**src/rtl/atlantic_pkg.sv**
```systemverilog
// Shared types and defaults for the Atlantic packetizer: FSM state enum,
// default parameter values and a constant-foldable clog2 helper.
`timescale 1ns/1ps
package atlantic_pkg;

    typedef enum logic {
        ST_IDLE = 1'b0,
        ST_BODY = 1'b1
    } pkt_state_e;

    localparam int DEF_DATA_WIDTH = 16;
    localparam int DEF_FIFO_DEPTH = 16;
    localparam int DEF_NUM_CH     = 2;
    localparam int DEF_LEN_W      = 9;

    // Smallest r with (1 << r) >= value; 0 for value <= 1.
    function automatic int clog2(input int value);
        int r;
        r = 0;
        for (int i = 0; i < 31; i++) begin
            if ((1 << i) < value) r = i + 1;
        end
        return r;
    endfunction

endpackage

```
**src/rtl/sync_fifo.sv**
```systemverilog
// Single-clock FIFO with first-word fall-through read data; pointers wrap
// modulo DEPTH (power of two). Push while full and pop while empty are ignored.
`timescale 1ns/1ps
module sync_fifo
    import atlantic_pkg::*;
#(
    parameter int DEPTH = DEF_FIFO_DEPTH,
    parameter int WIDTH = DEF_DATA_WIDTH
) (
    input  logic                    clk,
    input  logic                    rst_n,
    input  logic                    i_push,
    input  logic [WIDTH-1:0]        i_data,
    input  logic                    i_pop,
    output logic [WIDTH-1:0]        o_data,
    output logic                    o_full,
    output logic                    o_empty,
    output logic [clog2(DEPTH):0]   o_count
);
    localparam int AW = clog2(DEPTH);
    localparam int CW = AW + 1;

    logic [WIDTH-1:0] r_mem [DEPTH];
    logic [AW-1:0]    r_wr_ptr;
    logic [AW-1:0]    r_rd_ptr;
    logic [CW-1:0]    r_count;
    logic             w_push;
    logic             w_pop;

    assign o_full  = (r_count == CW'(DEPTH));
    assign o_empty = (r_count == '0);
    assign o_count = r_count;
    assign o_data  = r_mem[r_rd_ptr];
    assign w_push  = i_push & ~o_full;
    assign w_pop   = i_pop & ~o_empty;

    always_ff @(posedge clk) begin
        if (w_push) r_mem[r_wr_ptr] <= i_data;
    end

    always_ff @(posedge clk or negedge rst_n) begin
        if (!rst_n) begin
            r_wr_ptr <= '0;
            r_rd_ptr <= '0;
            r_count  <= '0;
        end else begin
            if (w_push) r_wr_ptr <= r_wr_ptr + AW'(1);
            if (w_pop)  r_rd_ptr <= r_rd_ptr + AW'(1);
            case ({w_push, w_pop})
                2'b10:   r_count <= r_count + CW'(1);
                2'b01:   r_count <= r_count - CW'(1);
                default: r_count <= r_count;
            endcase
        end
    end

endmodule

```
**src/rtl/atlantic_packetizer.sv**
```systemverilog
// Buffers a sample stream and frames it into fixed-length Atlantic packets
// with SOP/EOP and round-robin channel tags. Optional underrun flag: ATLANTIC_PKT_ERR_CHECK_EN.
`timescale 1ns/1ps
module atlantic_packetizer
    import atlantic_pkg::*;
#(
    parameter int DATA_WIDTH = DEF_DATA_WIDTH,
    parameter int FIFO_DEPTH = DEF_FIFO_DEPTH,
    parameter int NUM_CH     = DEF_NUM_CH,
    parameter int LEN_W      = DEF_LEN_W,
    localparam int CH_W      = (NUM_CH > 1) ? clog2(NUM_CH) : 1
) (
    input  logic                  clk,
    input  logic                  rst,
    input  logic                  in_valid,
    input  logic [DATA_WIDTH-1:0] in_data,
    output logic                  in_ready,
    input  logic [LEN_W-1:0]      pkt_len,
    output logic                  dav_o,
    output logic                  val_o,
    input  logic                  ena_o,
    output logic                  sop_o,
    output logic                  eop_o,
    output logic [DATA_WIDTH-1:0] dat_o,
    output logic [CH_W-1:0]       ch_o,
    output logic                  err_o,
    output logic                  o_dbg_state
);
    // Handshakes: a push happens on a rising edge where in_valid & in_ready;
    // a beat leaves on a rising edge where val_o & ena_o. Neither side waits
    // for the other combinationally beyond these two products.
    localparam int CW    = clog2(FIFO_DEPTH) + 1;
    localparam int CMP_W = (LEN_W > CW) ? LEN_W : CW;

    logic [1:0]       r_rst_sync;
    logic             w_run;
    logic             w_full;
    logic             w_empty;
    logic [CW-1:0]    w_count;
    logic             w_push;
    logic             w_xfer;
    logic [LEN_W-1:0] w_eff_len;
    logic [LEN_W-1:0] w_need_len;
    pkt_state_e       r_state;
    pkt_state_e       w_next_state;
    logic [LEN_W-1:0] r_len_q;
    logic [LEN_W-1:0] r_beat_cnt;
    logic [CH_W-1:0]  r_ch;

    always_ff @(posedge clk or negedge rst) begin
        if (!rst) r_rst_sync <= 2'b00;
        else      r_rst_sync <= {r_rst_sync[0], 1'b1};
    end
    assign w_run = r_rst_sync[1];

    // Ready is held low during the synchroniser window so no sample is dropped.
    assign in_ready = ~w_full & (w_run | ~rst);
    assign w_push   = in_valid & in_ready & w_run;
    assign val_o    = ~w_empty;
    assign w_xfer   = val_o & ena_o & w_run;

    sync_fifo #(
        .DEPTH (FIFO_DEPTH),
        .WIDTH (DATA_WIDTH)
    ) u_fifo (
        .clk     (clk),
        .rst_n   (rst),
        .i_push  (w_push),
        .i_data  (in_data),
        .i_pop   (w_xfer),
        .o_data  (dat_o),
        .o_full  (w_full),
        .o_empty (w_empty),
        .o_count (w_count)
    );

    assign w_eff_len = (pkt_len == '0) ? LEN_W'(1) : pkt_len;

    always_comb begin
        w_next_state = r_state;
        sop_o        = 1'b0;
        eop_o        = 1'b0;
        w_need_len   = r_len_q;
        case (r_state)
            ST_IDLE: begin
                sop_o      = val_o;
                eop_o      = val_o & (w_eff_len == LEN_W'(1));
                w_need_len = w_eff_len;
                if (w_xfer && (w_eff_len > LEN_W'(1))) w_next_state = ST_BODY;
            end
            ST_BODY: begin
                eop_o = val_o & (r_beat_cnt == (r_len_q - LEN_W'(1)));
                if (w_xfer && eop_o) w_next_state = ST_IDLE;
            end
            default: w_next_state = ST_IDLE;
        endcase
    end

    always_ff @(posedge clk or negedge rst) begin
        if (!rst) begin
            r_state    <= ST_IDLE;
            r_len_q    <= LEN_W'(1);
            r_beat_cnt <= '0;
            r_ch       <= '0;
        end else begin
            r_state <= w_next_state;
            if (w_xfer) begin
                if (r_state == ST_IDLE) begin
                    r_len_q    <= w_eff_len;
                    r_beat_cnt <= LEN_W'(1);
                end else begin
                    r_beat_cnt <= r_beat_cnt + LEN_W'(1);
                end
                if (eop_o) r_ch <= (r_ch == CH_W'(NUM_CH - 1)) ? '0 : r_ch + CH_W'(1);
            end
        end
    end

    assign dav_o       = CMP_W'(w_count) >= CMP_W'(w_need_len);
    assign ch_o        = r_ch;
    assign o_dbg_state = r_state;

`ifdef ATLANTIC_PKT_ERR_CHECK_EN
    logic r_err;
    always_ff @(posedge clk or negedge rst) begin
        if (!rst)                                              r_err <= 1'b0;
        else if (w_xfer && r_state == ST_IDLE)                 r_err <= 1'b0;
        else if (r_state == ST_BODY && ena_o && !val_o && w_run) r_err <= 1'b1;
    end
    assign err_o = r_err;
`else
    assign err_o = 1'b0;
`endif

endmodule

```
**config.mk**
```make
export PLATFORM = sky130hd
export DESIGN_NAME = atlantic_packetizer
export DESIGN_NICKNAME = d
export VERILOG_FILES = /design/src/rtl/atlantic_pkg.sv /design/src/rtl/sync_fifo.sv /design/src/rtl/atlantic_packetizer.sv
export SDC_FILE = /design/constraint.sdc
export NUM_CORES = 1
export LEC_CHECK = 0
export CORE_MARGIN = 10
export CORE_UTILIZATION = 31
export CTS_CLUSTER_SIZE = 24
export DETAILED_ROUTE_END_ITERATION = 7
export PLACE_DENSITY = 0.51
export REMOVE_ABC_BUFFERS = 1
export SETUP_SLACK_MARGIN = 0.2
export SLEW_MARGIN = 20
export SYNTH_ARGS = -nofsm -noshare
export SYNTH_HDL_FRONTEND = slang
export SYNTH_SLANG_ARGS = --single-unit
```
**constraint.sdc**
```tcl
create_clock -name clk -period 2.7 [get_ports clk]
set_clock_uncertainty 0.15 [all_clocks]
set_input_delay 0.405 -clock clk [delete_from_list [all_inputs] [get_ports clk]]
set_output_delay 0.405 -clock clk [all_outputs]
set_load 0.05 [all_outputs]
```
==> results of run 1 <==
==> critical path, delay by kind of cell (launching register included) <==
kind                   cells  cell delay [ns]
buffers and inverters      4             0.59
multiplexers               2             0.95
flip-flops                 1             0.51
==> power groups by stage <==
| stage | Clock, W | Sequential, W | Combinational, W |
|---|---|---|---|
| floorplan | 0 | 0.00607 | 0.00324 |
| global placement | 0 | 0.00572 | 0.00518 |
| detailed placement | 0 | 0.00574 | 0.00528 |
| CTS | 0.00410 | 0.00566 | 0.00625 |
| global route | 0.00431 | 0.00571 | 0.00677 |
| finish | 0.00400 | 0.00566 | 0.00636 |
==> synthesized netlist by cell type (2+ instances only) <==
cell,count
mux2i_1,7
nand2_1,20
dfrtp_1,34
nor3_1,5
and2_4,2
inv_1,9
nand4_1,4
ha_1,15
o21ai_0,4
or3_1,2
nor2_1,21
buf_12,3
edfxtp_1,256
buf_4,5
nor4_2,2
nor4b_2,2
nand3_1,7
mux4_1,13
nor4_1,4
mux2_2,6
and2_1,17
xnor2_1,19
a21oi_1,12
xor2_1,12
and3_1,2
conb_1,2
nor2b_1,2
clkbuf_1,3
buf_2,11
a21o_1,3
nand2b_1,5
mux4_2,67
==> registers in the layout (all words and copies together), names as in the netlist <==
signal / count
ch_o: 1
r_rst_sync: 2
r_beat_cnt: 9
u_fifo.r_wr_ptr: 4
r_len_q: 9
u_fifo.o_count: 5
o_dbg_state: 1
u_fifo.r_mem: 256
u_fifo.r_rd_ptr: 4
==> cell families after synthesis <==
logic type,Yosys count,synth area share
AOI/OAI and AO/OA,28,0.0154
xor gates and xnor gates,31,0.0225
adders and majority gates,15,0.0155
buffers and inverters,38,0.0210
DFF,291,0.709
muxes,94,0.165
other,2,0.000621
and+or+nand+nor,103,0.0507
==> repair_timing <==
action | CTS | global route
buffers inserted | 19 | 7
hold endpoints to repair | 34 | 0
endpoints found under the setup margin | 25 | 22
hold buffers | 1 | 0
pin swaps | 12 | 14
cloned | 3 | 3
resized for setup | 79 | 15
==> metrics by stage <==
stage               cell area, sq um  setup WS (ns)  power, W
CTS                            15000         -0.496    0.0160
global placement               13600         -0.645    0.0109
floorplan                      11900          -1.65   0.00931
finish                         15200         -0.474    0.0160
detailed placement             13600         -0.646    0.0110
global route                   15200         -0.520    0.0168
==> layout make-up <==
cell class | count | area, sq um
clock buffer | 35 | 791
clock inverter | 19 | 156
fill | 3530 | 23400
inverter | 11 | 52.6
multi-input combinational | 273 | 3390
sequential | 291 | 8570
tap | 518 | 648
timing repair buffer | 135 | 1580
==> routing by layer <==
| metal | share of wire | GRT usage |
|---|---|---|
| met1 | 0.43 | 0.155 |
| met2 | 0.51 | 0.205 |
| met3 | 0.049 | 0.0247 |
| met4 | 0.013 | 0.0231 |
| met5 | 0.0014 | 0 |
==> final timing paths <==
| path | from | slack (ns) | endpoint |
|---|---|---|---|
| worst min-delay path | pkt_len[7] | 0.03 | r_len_q[7] |
| worst max register to register | u_fifo.o_count[3] | 0.01 | u_fifo.o_count[4] |
| worst min register to register | r_rst_sync[0] | 0.20 | r_rst_sync[1] |
| min in group asynchronous | rst | 0.30 | r_beat_cnt[7] |
| max in group asynchronous | rst | 1.71 | u_fifo.r_rd_ptr[0] |
| worst max-delay path | u_fifo.r_rd_ptr[0] | -0.47 | dat_o[11] |
==> run metrics, run 1 <==
slowest CP cell mux4_2; status complete, but fails checks; Post-DP HPWL 16.3 mm; worst rel slew slack 0.533; Clock power frac 0.250; kind of end point of the critical path output pin; Final Wtd Congestion 0.777; cell taking the most area after synthesis edfxtp_1; Cell variety after synth 58; R2R cell count 12; Peak Freq 0.315 GHz; largest net degree at the start of global routing 45; crit path DAT approximately 2.6 ns; clk slew on worst S/H paths approximately 0.06 ns; first-pass GRT wire length 42.6 mm; wire per inst between 20 and 25 um; GRT Util Overall 0.120; antenna-violating nets left 0; Setup crit start kind flip-flop; failing checks negative setup slack; total negative slack -7.42 ns; RSZ-0062 raised after global routing true; Hold WC Path Type in -> reg; ranking of synthesized cells by area edfxtp_1, mux4_2, dfrtp_1, mux4_1, ha_1; share of the yosys chip area belonging to registers 0.709; Final #Nets 787; PD cells 1060 nW/um^2; worst setup margin -0.474 ns; I/O Buffers 51; Yosys reg bits just under 300; DR vias 6,149; most frequent cells in the layout edfxtp_1, mux4_2, buf_4; clock sink total 291; max cap viols 0; Cell Rows slightly above 70; Final min period 3.17 ns; Detailed Routing Iterations Pass 1 4; combinational power share 0.397; drt first-iter violations 319; Die X 217 um; maximum VDD drop 0.000491 V; CORE AREA 38,600 sq um; share of power burned in registers 0.353; clk_lat worst skew 0.57 ns; grt ovf 0; TritonCTS Buffers 31; internal power roughly 0.011 W; number of warnings issued by yosys 0; Initial Utilization 0.313; Mapped Area 12,100 sq um; Setup-failing EPs final 18; # IOs 53; number of cells produced by synthesis roughly 600; switching power 0.00526 W; initial antenna violation count 2; ratio of final minimum period to clock period 1.18; Final Util 0.394; Slew @ Worst Pin between 0.6 and 0.7 ns; CTS tree yes; Hold WS 0.0323 ns; CP Class reg -> out; vias in the first global route 6,666; CTS Root Cell clkbuf_16; share of layout cells above drive strength 1 0.351; final slew viol count 0; area grow syn2layout 25.7%; Sw Ratio 0.328; antenna fix cells 0; Yosys top cell area share 0.636; worst-case clock buffer depth 3; Hold Crit Depth 2; Crit Path Max Fanout 6; top_reg_cell synth edfxtp_1; required time of the critical path between 2 and 2.5 ns; Post-Route WL 28.9 mm; leakage 5.18 nW; Vias/cell 4.80; asr flop ratio synth 0.120; Residual DRC 0; Die ar. 47,300 sq um; number of flops mapped to enable cells by yosys 256; Placed Cells approximately 1,200; chip height 217 um; CP most frequent cell mux4_2; non-filler cells, final 1,282; H-tree depth 1; Max stage delay on crit path 0.54 ns; Mapped Avg Cell Area 20.1 sq um; Critical Path, Cell by Cell buf_6, buf_12, buf_16, mux4_2, mux4_2, buf_8; Hold Vio Cnt, Final 0; commonest non-fill, non-tap cell in the layout edfxtp_1
Power figures use the tool's default switching activity.
==> run 2, diff against run 1 <==
Settings changed: PLACE_DENSITY 0.51 to not set.
==> run metrics, run 2 (synthesized netlist as in run 1, its figures left out) <==
Post-Route WL between 20 and 30 mm; internal power ~0.011 W; Peak Freq around 0.32 GHz; Hold WC Path Type in -> reg; ratio of final minimum period to clock period 1.17; Die X 217 um; Post-Place Worst Slack -0.604 ns; area grow syn2layout 26.4%; largest net degree at the start of global routing 36; largest register by flop count u_fifo.r_mem; Post-DP HPWL around 16 mm; Die ar. around 47,000 sq um; Sw Ratio 0.324; worst-case clock buffer depth 3; Final #Nets between 800 and 900; CP most frequent cell buf_4; leakage about 5.2 nW; Layout fillers between 3,000 and 4,000; Max stage delay on crit path approximately 0.35 ns; final slew viol count 0; drt first-iter violations approximately 370; clock sink total 291; met3 Use GR 0.0239; GRT met1 Usage 0.154; largest registers u_fifo.r_mem: 256 flops, r_beat_cnt: 9 flops, r_len_q: 9 flops; CORE AREA 38,600 sq um; failing checks negative setup slack; area of the multi-input gates 3370 sq um; # IOs 53; Critical Path, Cell by Cell clkdlybuf4s15_2, nor4_4, a21oi_2, buf_4, buf_4, buf_4, buf_4, buf_4, buf_4, buf_4, buf_4, buf_4, buf_4, buf_4, buf_4, buf_4, buf_4, buf_4, buf_4, buf_4, buf_4, buf_4, a21oi_2; Final Wtd Congestion 0.729; Vias/cell 4.73; Detailed Routing Iterations Pass 1 4; combinational power share 0.381; slowest CP cell nor4_4; I/O Buffers 51; PD cells around 1000 nW/um^2; CTS Root Cell clkbuf_16; CP Class in -> reg; switching power between 0.005 and 0.006 W; kind of end point of the critical path flip-flop; GRT Util Overall 0.113; TritonCTS Buffers 31; initial antenna violation count 2; grt ovf 0; Hold Vio Cnt, Final 0; share of power burned in registers 0.362; RSZ-0062 raised after global routing true; maximum VDD drop 0.000570 V; most used routing layer in global routing met2; Final Util 0.396; share of layout cells above drive strength 1 0.358; Slew @ Worst Pin 0.592 ns; Final min period between 3 and 4 ns; vias in the first global route between 6,000 and 7,000; max reg flops 256; max cap viols 0; Setup-failing EPs final 19; commonest non-fill, non-tap cell in the layout edfxtp_1; M2 GR Usage 0.183; required time of the critical path just over 3 ns; antenna-violating nets left 0; total negative slack -7.67 ns; first-pass GRT wire length around 41 mm; antenna fix cells 0; status complete, but fails checks; most frequent cells in the layout edfxtp_1, buf_4, mux4_2; CTS tree yes; crit path DAT approximately 3.5 ns; FF/Latch Area 8570 sq um; chip height around 220 um; Initial Utilization 0.313; Crit Path Max Fanout 2; worst rel slew slack 0.604; DR vias ~6,200; worst setup margin -0.470 ns; clk_lat worst skew 0.57 ns; wire per inst just over 20 um; Cell Rows just over 70; Setup crit start kind primary input; Clock power frac 0.256; Residual DRC 0; H-tree depth 1; clk slew on worst S/H paths 0.06 ns
[run 2: changes by cell type in the layout (fill, tap and decap cells not counted), moves of 4 or more]
| cell | previous run | this run |
|---|---|---|
| buf_12 | 21 | 25 |
| buf_4 | 52 | 75 |
| clkbuf_1 | 4 | 8 |
| clkinv_2 | 7 | 1 |
| dlygate4sd2_1 | 7 | 2 |
[run 2: path summary, 6_finish.rpt]
check / from / end / slack, ns / cells after the start
worst max-delay path: pkt_len[8] / r_len_q[0] / -0.47 / 23
worst min-delay path: pkt_len[8] / r_len_q[8] / 0.07 / 2
worst max register to register: u_fifo.o_count[3] / u_fifo.o_count[4] / 0.12 / 13
worst min register to register: r_rst_sync[0] / r_rst_sync[1] / 0.20 / 0
max in group asynchronous: rst / u_fifo.r_rd_ptr[0] / 1.71 / 3
min in group asynchronous: rst / r_len_q[7] / 0.30 / 3
[run 2: power by group through the flow]
stage          Sequential [W]  Clock, W  Combinational [W]
5_1_grt               0.00573   0.00430            0.00641
6_report              0.00569   0.00402            0.00599
3_3_place_gp          0.00573         0            0.00536
3_5_place_dp          0.00573         0            0.00539
2_1_floorplan         0.00607         0            0.00324
4_1_cts               0.00568   0.00411            0.00609
[run 2: metal layers]
layer / part of all wire / vias up
met1: 0.45 / 3242
met4: 0.018 / 4
met5: 0.00090 / -
met2: 0.48 / 135
met3: 0.047 / 38
li1: - / 2755
[run 2: repair_timing]
action / CTS / global route
pin swaps: 19 / 10
hold buffers: 1 / 0
buffers inserted: 41 / 2
hold endpoints to repair: 34 / 0
gates resized for setup: 74 / 17
endpoints found under the setup margin: 23 / 25
cloned: 3 / 0
[run 2: final cells by class]
type / count / share of cell area
Clock buffer: 39 / 0.0527
Tap cell: 518 / 0.0424
Multi-Input combinational cell: 273 / 0.221
Clock inverter: 17 / 0.00967
Inverter: 11 / 0.00303
Timing Repair Buffer: 156 / 0.110
Sequential cell: 291 / 0.561
[run 2: critical path: cells and delay by family]
family	cells	cell delay, ns
AO/OA/AOI/OAI	2	0.24
buffers and inverters	20	2.54
AND/OR/NAND/NOR	1	0.35
[run 2: stage by stage]
step / hold WS (ns) / instances / cell area, sq um / total power, W
4_1_cts: 0.0570 / 1303 / 15200 / 0.0159
2_1_floorplan: -0.0406 / 575 / 11900 / 0.00931
3_3_place_gp: 0.186 / 1202 / 13700 / 0.0111
3_5_place_dp: 0.191 / 1202 / 13700 / 0.0111
6_report: 0.0704 / 1305 / 15300 / 0.0157
5_1_grt: 0.0718 / 1305 / 15300 / 0.0164
